==> src/rtl/mem_port_arbiter.sv <==
// ---------------------------------------------------------------------------
// mem_port_arbiter
//
// Shares the single port of the unified instruction/data memory between the
// instruction-fetch (IF) stage and the data-memory (DM) stage.
//
// Each transaction runs through a fixed-latency IDLE -> ISSUE -> WAIT -> RESP
// sequence. DM wins when both stages request at once. A bounded-starvation
// counter forces an IF grant once DM has won STARVE_LIMIT consecutive
// contested arbitrations.
//
// Parameters
//   LATENCY      : edges from the mem_en edge until mem_rdata is valid (1..15)
//   STARVE_LIMIT : consecutive contested DM grants before IF is forced (1..15)
//
// Ports
//   clock, reset            : rising-edge clock, synchronous active-high reset
//   if_req / if_addr        : IF read request, held until if_ack
//   if_ack / if_rdata       : one-cycle IF acknowledge with registered data
//   dm_req / dm_we          : DM request (dm_we=1 write), held until dm_ack
//   dm_addr / dm_wdata      : DM address and write data
//   dm_ack / dm_rdata       : one-cycle DM acknowledge with registered data
//   mem_en / mem_we         : one-cycle access strobe and write enable
//   mem_addr / mem_wdata    : address and write data latched at grant
//   mem_rdata               : memory read data
//   busy                    : high whenever the sequencer is not idle
// ---------------------------------------------------------------------------
module mem_port_arbiter #(
    parameter int LATENCY      = 1,
    parameter int STARVE_LIMIT = 4
) (
    input  logic        clock,
    input  logic        reset,
    input  logic        if_req,
    input  logic [31:0] if_addr,
    output logic        if_ack,
    output logic [31:0] if_rdata,
    input  logic        dm_req,
    input  logic        dm_we,
    input  logic [31:0] dm_addr,
    input  logic [31:0] dm_wdata,
    output logic        dm_ack,
    output logic [31:0] dm_rdata,
    output logic        mem_en,
    output logic        mem_we,
    output logic [31:0] mem_addr,
    output logic [31:0] mem_wdata,
    input  logic [31:0] mem_rdata,
    output logic        busy
);

    localparam logic [3:0] LAT_C    = 4'(LATENCY);
    localparam logic [3:0] STARVE_C = 4'(STARVE_LIMIT);

    typedef enum logic [1:0] {
        ST_IDLE  = 2'd0,
        ST_ISSUE = 2'd1,
        ST_WAIT  = 2'd2,
        ST_RESP  = 2'd3
    } state_t;

    // Registered state and outputs
    state_t      state_r;
    logic        owner_dm_r;     // 1: current transaction belongs to DM
    logic [3:0]  starve_cnt_r;
    logic [3:0]  wait_cnt_r;
    logic        mem_en_r;
    logic        mem_we_r;
    logic [31:0] mem_addr_r;
    logic [31:0] mem_wdata_r;
    logic        if_ack_r;
    logic        dm_ack_r;
    logic [31:0] if_rdata_r;
    logic [31:0] dm_rdata_r;
    logic        busy_r;

    // Next-state values
    state_t      state_next_s;
    logic        owner_dm_next_s;
    logic [3:0]  starve_next_s;
    logic [3:0]  wait_next_s;
    logic        mem_en_next_s;
    logic        mem_we_next_s;
    logic [31:0] mem_addr_next_s;
    logic [31:0] mem_wdata_next_s;
    logic        if_ack_next_s;
    logic        dm_ack_next_s;
    logic [31:0] if_rdata_next_s;
    logic [31:0] dm_rdata_next_s;
    logic        busy_next_s;

    // Arbitration
    logic        starve_hit_s;
    logic        dm_wins_s;

    // Winner selection: DM has priority unless IF has been starved to the limit.
    always_comb begin
        starve_hit_s = (starve_cnt_r == STARVE_C);
        dm_wins_s    = 1'b0;
        if (dm_req && !(if_req && starve_hit_s)) begin
            dm_wins_s = 1'b1;
        end else begin
            dm_wins_s = 1'b0;
        end
    end

    // Sequencer next-state and next-output logic.
    always_comb begin
        state_next_s     = state_r;
        owner_dm_next_s  = owner_dm_r;
        starve_next_s    = starve_cnt_r;
        wait_next_s      = wait_cnt_r;
        mem_en_next_s    = 1'b0;
        mem_we_next_s    = mem_we_r;
        mem_addr_next_s  = mem_addr_r;
        mem_wdata_next_s = mem_wdata_r;
        if_ack_next_s    = 1'b0;
        dm_ack_next_s    = 1'b0;
        if_rdata_next_s  = if_rdata_r;
        dm_rdata_next_s  = dm_rdata_r;
        busy_next_s      = 1'b0;

        case (state_r)
            ST_IDLE: begin
                if (if_req || dm_req) begin
                    state_next_s    = ST_ISSUE;
                    mem_en_next_s   = 1'b1;
                    owner_dm_next_s = dm_wins_s;
                    if (dm_wins_s) begin
                        mem_addr_next_s  = dm_addr;
                        mem_we_next_s    = dm_we;
                        mem_wdata_next_s = dm_wdata;
                        // Only a contested DM win counts against IF.
                        if (if_req && (starve_cnt_r < STARVE_C)) begin
                            starve_next_s = starve_cnt_r + 4'd1;
                        end else begin
                            starve_next_s = starve_cnt_r;
                        end
                    end else begin
                        mem_addr_next_s  = if_addr;
                        mem_we_next_s    = 1'b0;
                        mem_wdata_next_s = 32'd0;
                        starve_next_s    = 4'd0;
                    end
                end else begin
                    state_next_s = ST_IDLE;
                end
            end

            ST_ISSUE: begin
                wait_next_s  = LAT_C;
                state_next_s = ST_WAIT;
            end

            ST_WAIT: begin
                // A count of 0 cannot occur with a legal LATENCY; treating
                // it as done keeps the counter from wrapping.
                if (wait_cnt_r <= 4'd1) begin
                    wait_next_s  = 4'd0;
                    state_next_s = ST_RESP;
                    if (owner_dm_r) begin
                        dm_ack_next_s = 1'b1;
                        if (!mem_we_r) begin
                            dm_rdata_next_s = mem_rdata;
                        end else begin
                            dm_rdata_next_s = dm_rdata_r;
                        end
                    end else begin
                        if_ack_next_s   = 1'b1;
                        if_rdata_next_s = mem_rdata;
                    end
                end else begin
                    wait_next_s  = wait_cnt_r - 4'd1;
                    state_next_s = ST_WAIT;
                end
            end

            ST_RESP: begin
                state_next_s = ST_IDLE;
            end

            default: begin
                state_next_s = ST_IDLE;
            end
        endcase

        busy_next_s = (state_next_s != ST_IDLE);
    end

    // State and output registers; reset abandons any transaction in flight.
    always_ff @(posedge clock) begin
        if (reset) begin
            state_r      <= ST_IDLE;
            owner_dm_r   <= 1'b0;
            starve_cnt_r <= 4'd0;
            wait_cnt_r   <= 4'd0;
            mem_en_r     <= 1'b0;
            mem_we_r     <= 1'b0;
            mem_addr_r   <= 32'd0;
            mem_wdata_r  <= 32'd0;
            if_ack_r     <= 1'b0;
            dm_ack_r     <= 1'b0;
            if_rdata_r   <= 32'd0;
            dm_rdata_r   <= 32'd0;
            busy_r       <= 1'b0;
        end else begin
            state_r      <= state_next_s;
            owner_dm_r   <= owner_dm_next_s;
            starve_cnt_r <= starve_next_s;
            wait_cnt_r   <= wait_next_s;
            mem_en_r     <= mem_en_next_s;
            mem_we_r     <= mem_we_next_s;
            mem_addr_r   <= mem_addr_next_s;
            mem_wdata_r  <= mem_wdata_next_s;
            if_ack_r     <= if_ack_next_s;
            dm_ack_r     <= dm_ack_next_s;
            if_rdata_r   <= if_rdata_next_s;
            dm_rdata_r   <= dm_rdata_next_s;
            busy_r       <= busy_next_s;
        end
    end

    assign if_ack    = if_ack_r;
    assign if_rdata  = if_rdata_r;
    assign dm_ack    = dm_ack_r;
    assign dm_rdata  = dm_rdata_r;
    assign mem_en    = mem_en_r;
    assign mem_we    = mem_we_r;
    assign mem_addr  = mem_addr_r;
    assign mem_wdata = mem_wdata_r;
    assign busy      = busy_r;

endmodule
==> config.mk <==
export PLATFORM = sky130hd
export DESIGN_NAME = mem_port_arbiter
export DESIGN_NICKNAME = d
export VERILOG_FILES = /design/src/rtl/mem_port_arbiter.sv
export SDC_FILE = /design/constraint.sdc
export NUM_CORES = 1
export LEC_CHECK = 0
export BUFFER_PORTS_ARGS = -buffer_cell sky130_fd_sc_hd__clkbuf_2
export CAP_MARGIN = 25
export CORE_ASPECT_RATIO = 0.75
export CORE_MARGIN = 5
export CORE_UTILIZATION = 47
export CTS_CLUSTER_DIAMETER = 100
export DETAILED_ROUTE_END_ITERATION = 10
export PLACE_DENSITY = 0.79
export SLEW_MARGIN = 20
export SYNTH_ARGS = -nofsm -noshare
export SYNTH_HDL_FRONTEND = slang
export SYNTH_SLANG_ARGS = --single-unit
export TNS_END_PERCENT = 1
==> constraint.sdc <==
create_clock -name clock -period 1.9 [get_ports clock]
set_input_delay 0.285 -clock clock [delete_from_list [all_inputs] [get_ports clock]]
set_output_delay 0.285 -clock clock [all_outputs]
set_load 0.1 [all_outputs]
== Yosys cells after proc, flatten, opt, wreduce, memory -nomap -nowiden ==
Index checks and enable logic that the tools add are counted.

* Add/subtract/negate cells: 2
* $mul: 0
* Divide/modulo/power cells: 0
* Order comparisons: 2
* Equal/unequal tests: 5
* Shift operators: 0
* Mux-type cells: 14
* Bitwise operators: 5
* Reductions and logical operators: 14

{| class="wikitable"
|+ Operators with widths
! operator !! count
|-
| 2-to-1 mux 32 bit || 2
|-
| 2-to-1 mux 4 bit || 3
|-
| one-hot mux 2 bit (4 select lines) || 1
|-
| one-hot mux 4 bit (2 select lines) || 1
|-
| 2-to-1 mux 1 bit || 7
|-
| AND reduction 3 bit || 2
|-
| NOT 1 bit || 5
|-
| adder 4 x 1 -> 4 bit (second input constant) || 1
|-
| == test 2 bit (second input constant) || 2
|-
| == test 4 x 3 -> 1 bit (second input constant) || 1
|-
| <= comparator 4 x 1 -> 1 bit (second input constant) || 1
|-
| < comparator 4 x 3 -> 1 bit (second input constant) || 1
|-
| AND reduction 4 bit || 1
|-
| nonzero test 2 bit || 2
|-
| subtractor 4 x 1 -> 4 bit (second input constant) || 1
|-
| logical AND 1 bit || 3
|-
| OR reduction 3 bit || 1
|-
| == test 2 x 1 -> 1 bit (second input constant) || 1
|-
| zero test 2 bit || 1
|-
| != test 2 x 1 -> 1 bit (second input constant) || 1
|-
| AND reduction 2 bit || 1
|-
| OR reduction 2 bit || 1
|-
| zero test 1 bit || 1
|-
| logical OR 1 bit || 1
|}

* Register bits after elaboration: 144
* Latch bits: 0
* Bits in writable memories: 0
* Memory bits (read-only): 0
* Bits of input ports: 133
* Logic and storage cells: 55
* Memories kept: 0

== Longest topological paths before layout ==
* Depth in word-level cells: 7
* Depth in mapped cells: 8

== Worst setup path after synthesis ==
Ideal clock, no wire load.

* Kind: reg2reg
* Start: register mem_we_r, in the netlist mem_we
* End: register dm_rdata_r[10], in the netlist dm_rdata[10]
* Library setup time: 70 ps
* Arrival time: 1791 ps
* Slack: 38 ps
* Cell stages (with the launch flop): 5
* Clock period less this slack: 1862 ps
* Cells stage by stage: dfxtp_1 -> nand4bb_1 -> clkbuf_1 -> o21ai_1 -> a21oi_1

* Longest elaborated chain between the ends: 2

{| class="wikitable"
|+ RTL lines
! element !! RTL line !! text
|-
| from (decl) || 68 || <nowiki>logic mem_we_r;</nowiki>
|-
| from (signal assigned) || 212 || <nowiki>mem_we_r <= mem_we_next_s;</nowiki>
|-
| NOT 1 bit (no line) || -- ||
|-
| AND reduction 4 bit (no line) || -- ||
|-
| to (signal assigned) || 218 || <nowiki>dm_rdata_r <= dm_rdata_next_s;</nowiki>
|-
| to (decl) || 74 || <nowiki>logic [31:0] dm_rdata_r;</nowiki>
|}

No other way between the ends.
A chain may end at the register's enable or synchronous reset.

== Worst setup path in the final report ==
* Start: register wait_cnt_r[0]
* End: register dm_rdata_r[19], in the netlist dm_rdata[19]

* Longest elaborated chain between the ends: 2

{| class="wikitable"
|+ RTL lines
! element !! RTL line !! text
|-
| from (decl) || 66 || <nowiki>logic [3:0] wait_cnt_r;</nowiki>
|-
| from (signal assigned) || 210 || <nowiki>wait_cnt_r <= wait_next_s;</nowiki>
|-
| <= comparator 4 x 1 -> 1 bit || 158 || <nowiki>if (wait_cnt_r <= 4'd1) begin</nowiki>
|-
| AND reduction 4 bit (no line) || -- ||
|}

No other way between the ends.

==> metrics.txt <==
via count=6186; H-tree Lvls=4; clock root cell=clkbuf_16; CP Buf/Inv Count=2; Hold Crit Class=in2reg; Async SR Flop Fraction=0; Switch Pwr=4.64 mW; port bufs=265; remaining global-route overflow=0; Post-Syn Instances=681; vias in the first global route=5848; number of buffers created by CTS=17; Core Rows=35; Wirelength per Cell=17.6 µm; initial antenna violation count=0; WP data arrival=2.04 ns; Main synth FF type=dfxtp_1; Placer Congestion=0.825; syn avg cell area=8.83 µm²; Synth top area share=0.479; Mapped Nets=820; die footprint=15200 µm²; Area Growth Syn to Fin=33.9%; sequential share of power=0.318; I/O pins=266; hpwl dp=13100 µm; post-placement cell area=7420 µm²; Cell variety after synth=45; fraction of the yosys area taken by sequential cells=0.479; clock transition at the registers of the reported paths=0.06 ns; Inserted Diodes=0; Leak=3.40 nW; Yosys warning total=0; layout cells sized above 1=0.359; drt pass-1 iters=4; CP Max Fanout=26; CTS tree=yes; Yosys reg bits=144; clock sinks=144; Crit Path Category=reg2reg; switching share of power=0.421; Post-DRT Antenna Nets=0; final core occ=0.650; Post-Route Skew=0.00733 ns; initial core utilization=0.485; maximum clock frequency=585 MHz; status=completed; fin area=8050 µm²; final hold vios=0; Total GRT Usage=0.238; slowest cell on the critical path=dfxtp_1; worst skew pair latency=0.41 ns; slowest cell delay on critical path=0.40 ns; Routed WL=19000 µm; Die Span Y=108 µm; Post-CTS Setup Bufs=0; ranking of synthesized cells by area=dfxtp_1 48%, o21ai_1 7.2%, a21oi_1 5.6%, nand3_1 5.3%, a32oi_1 4.8%; pin count of the biggest net entering global routing=66; crit path cell chain=inv_1 -> ha_1 -> o21bai_4 -> buf_4 -> o21ai_1 -> a21oi_1; Internal Power=6.38 mW; core box area=12400 µm²; Slew @ Worst Pin=0.631 ns; Max-Cap Viols=0; Max-slew headroom=0.579; fin crit share=0.900; post-layout min period=1.71 ns; unrepaired setup endpoints after global routing=no; Power Density=1370 nW/µm²; count of final setup violators=0; final net count=1041; worst vdd ir=0.875 mV; Worst Path Required=2.23 ns; post-cts resize count=0; family with the most delay on the worst path=compound AO/OA/AOI/OAI gates; CTS max path bufs=2; most area-hungry cell type in the Yosys netlist=dfxtp_1; Fillers=1045; post-route setup TNS=0 ns; commonest non-fill, non-tap cell in the layout=clkbuf_2; most frequent cells in the layout=264 x clkbuf_2, 143 x dfxtp_1, 87 x o21ai_1, 67 x a21oi_1, 64 x nand3_1; CTS hold repair buffers=0; first-pass GRT wire length=29600 µm; clock share of power=0.323; die width=141 µm; DR iter-0 viols=456; crit start category=flop; CP Capture Type=flop; Post-synth EDFFs=0; mapped cell area=6010 µm²; via/cell ratio=5.73; Final Max Slew Viols=0; number of remaining DRC errors=0; Comb pwr share=0.358
## kinds of logic after synthesis
| kind of cell | synth area share |
|---|---|
| AOI/OAI and AO/OA | 0.284 |
| and+or+nand+nor | 0.151 |
| DFF | 0.479 |
| buffers and inverters | 0.0716 |
| adders and majority gates | 0.0125 |
| muxes | 0.00166 |
## cell type report
| cell class | instances | area [µm²] | share of cell area |
|---|---|---|---|
| Multi-Input combinational cell | 442 | 2720 | 0.338 |
| Timing Repair Buffer | 287 | 1570 | 0.195 |
| Inverter | 10 | 37.5 | 0.00466 |
| Sequential cell | 144 | 2880 | 0.358 |
| Clock inverter | 11 | 179 | 0.0222 |
| Clock buffer | 20 | 457 | 0.0567 |
| Tap cell | 166 | 208 | 0.0258 |
## per-stage QoR
step / std cells / power (mW) / worst slack, ns / hold WS (ns)
after floorplan: 681 / 6.72 / 0.0382 / 0.427
after global placement: 1049 / 7.47 / 0.329 / 0.457
after detailed placement: 1049 / 7.51 / 0.254 / 0.464
after CTS: 1080 / 11.1 / 0.192 / 0.109
after global routing: 1080 / 11.5 / 0.0449 / 0.105
final: 1080 / 11.0 / 0.190 / 0.123
## routing by layer
metal / track usage / routed length [µm]
met5: 0 / 0
met3: 0.0889 / 1890
met1: 0.302 / 7740
met4: 0.0733 / 280
met2: 0.381 / 9110
## synth_stat cells (4+ instances only)
master / instances
buf_4: 4
buf_2: 41
o21ai_0: 12
clkbuf_1: 34
nor2_1: 38
nand2_1: 5
o21ai_1: 87
ha_1: 6
nand4b_1: 32
a31oi_1: 33
dfxtp_1: 144
inv_1: 9
buf_1: 5
nand3_1: 64
a32oi_1: 33
a21oi_1: 67
o31ai_1: 31
## worst paths after layout
path	from	to	slack [ns]	depth (start not counted)
setup reg to reg	wait_cnt_r[0]	dm_rdata[19]	0.19	6
setup / recovery	wait_cnt_r[0]	dm_rdata[19]	0.19	6
hold / removal	mem_rdata[13]	dm_rdata[13]	0.12	3
hold reg to reg	if_rdata[30]	if_rdata[30]	0.47	2
## power by group through the flow
stage | Clock (mW) | Sequential (mW) | Combinational [mW]
after floorplan | 0 | 5.56 | 1.16
after global placement | 0 | 3.56 | 3.92
after detailed placement | 0 | 3.56 | 3.95
after CTS | 3.62 | 3.51 | 3.95
after global routing | 3.78 | 3.54 | 4.14
final | 3.56 | 3.51 | 3.95
## flip-flops by register name, summed over array words and instances (netlist names)
register,count
busy,1
if_ack,1
mem_addr,32
mem_wdata,32
owner_dm_r,1
dm_ack,1
dm_rdata,32
state_r,2
starve_cnt_r,4
wait_cnt_r,4
mem_we,1
mem_en,1
if_rdata,32
## worst min-delay path, cell delays in order
cell and delay [ns]:
clkbuf_2 0.09, nand3_1 0.06, a21oi_1 0.05
Power figures use the tool's default switching activity.
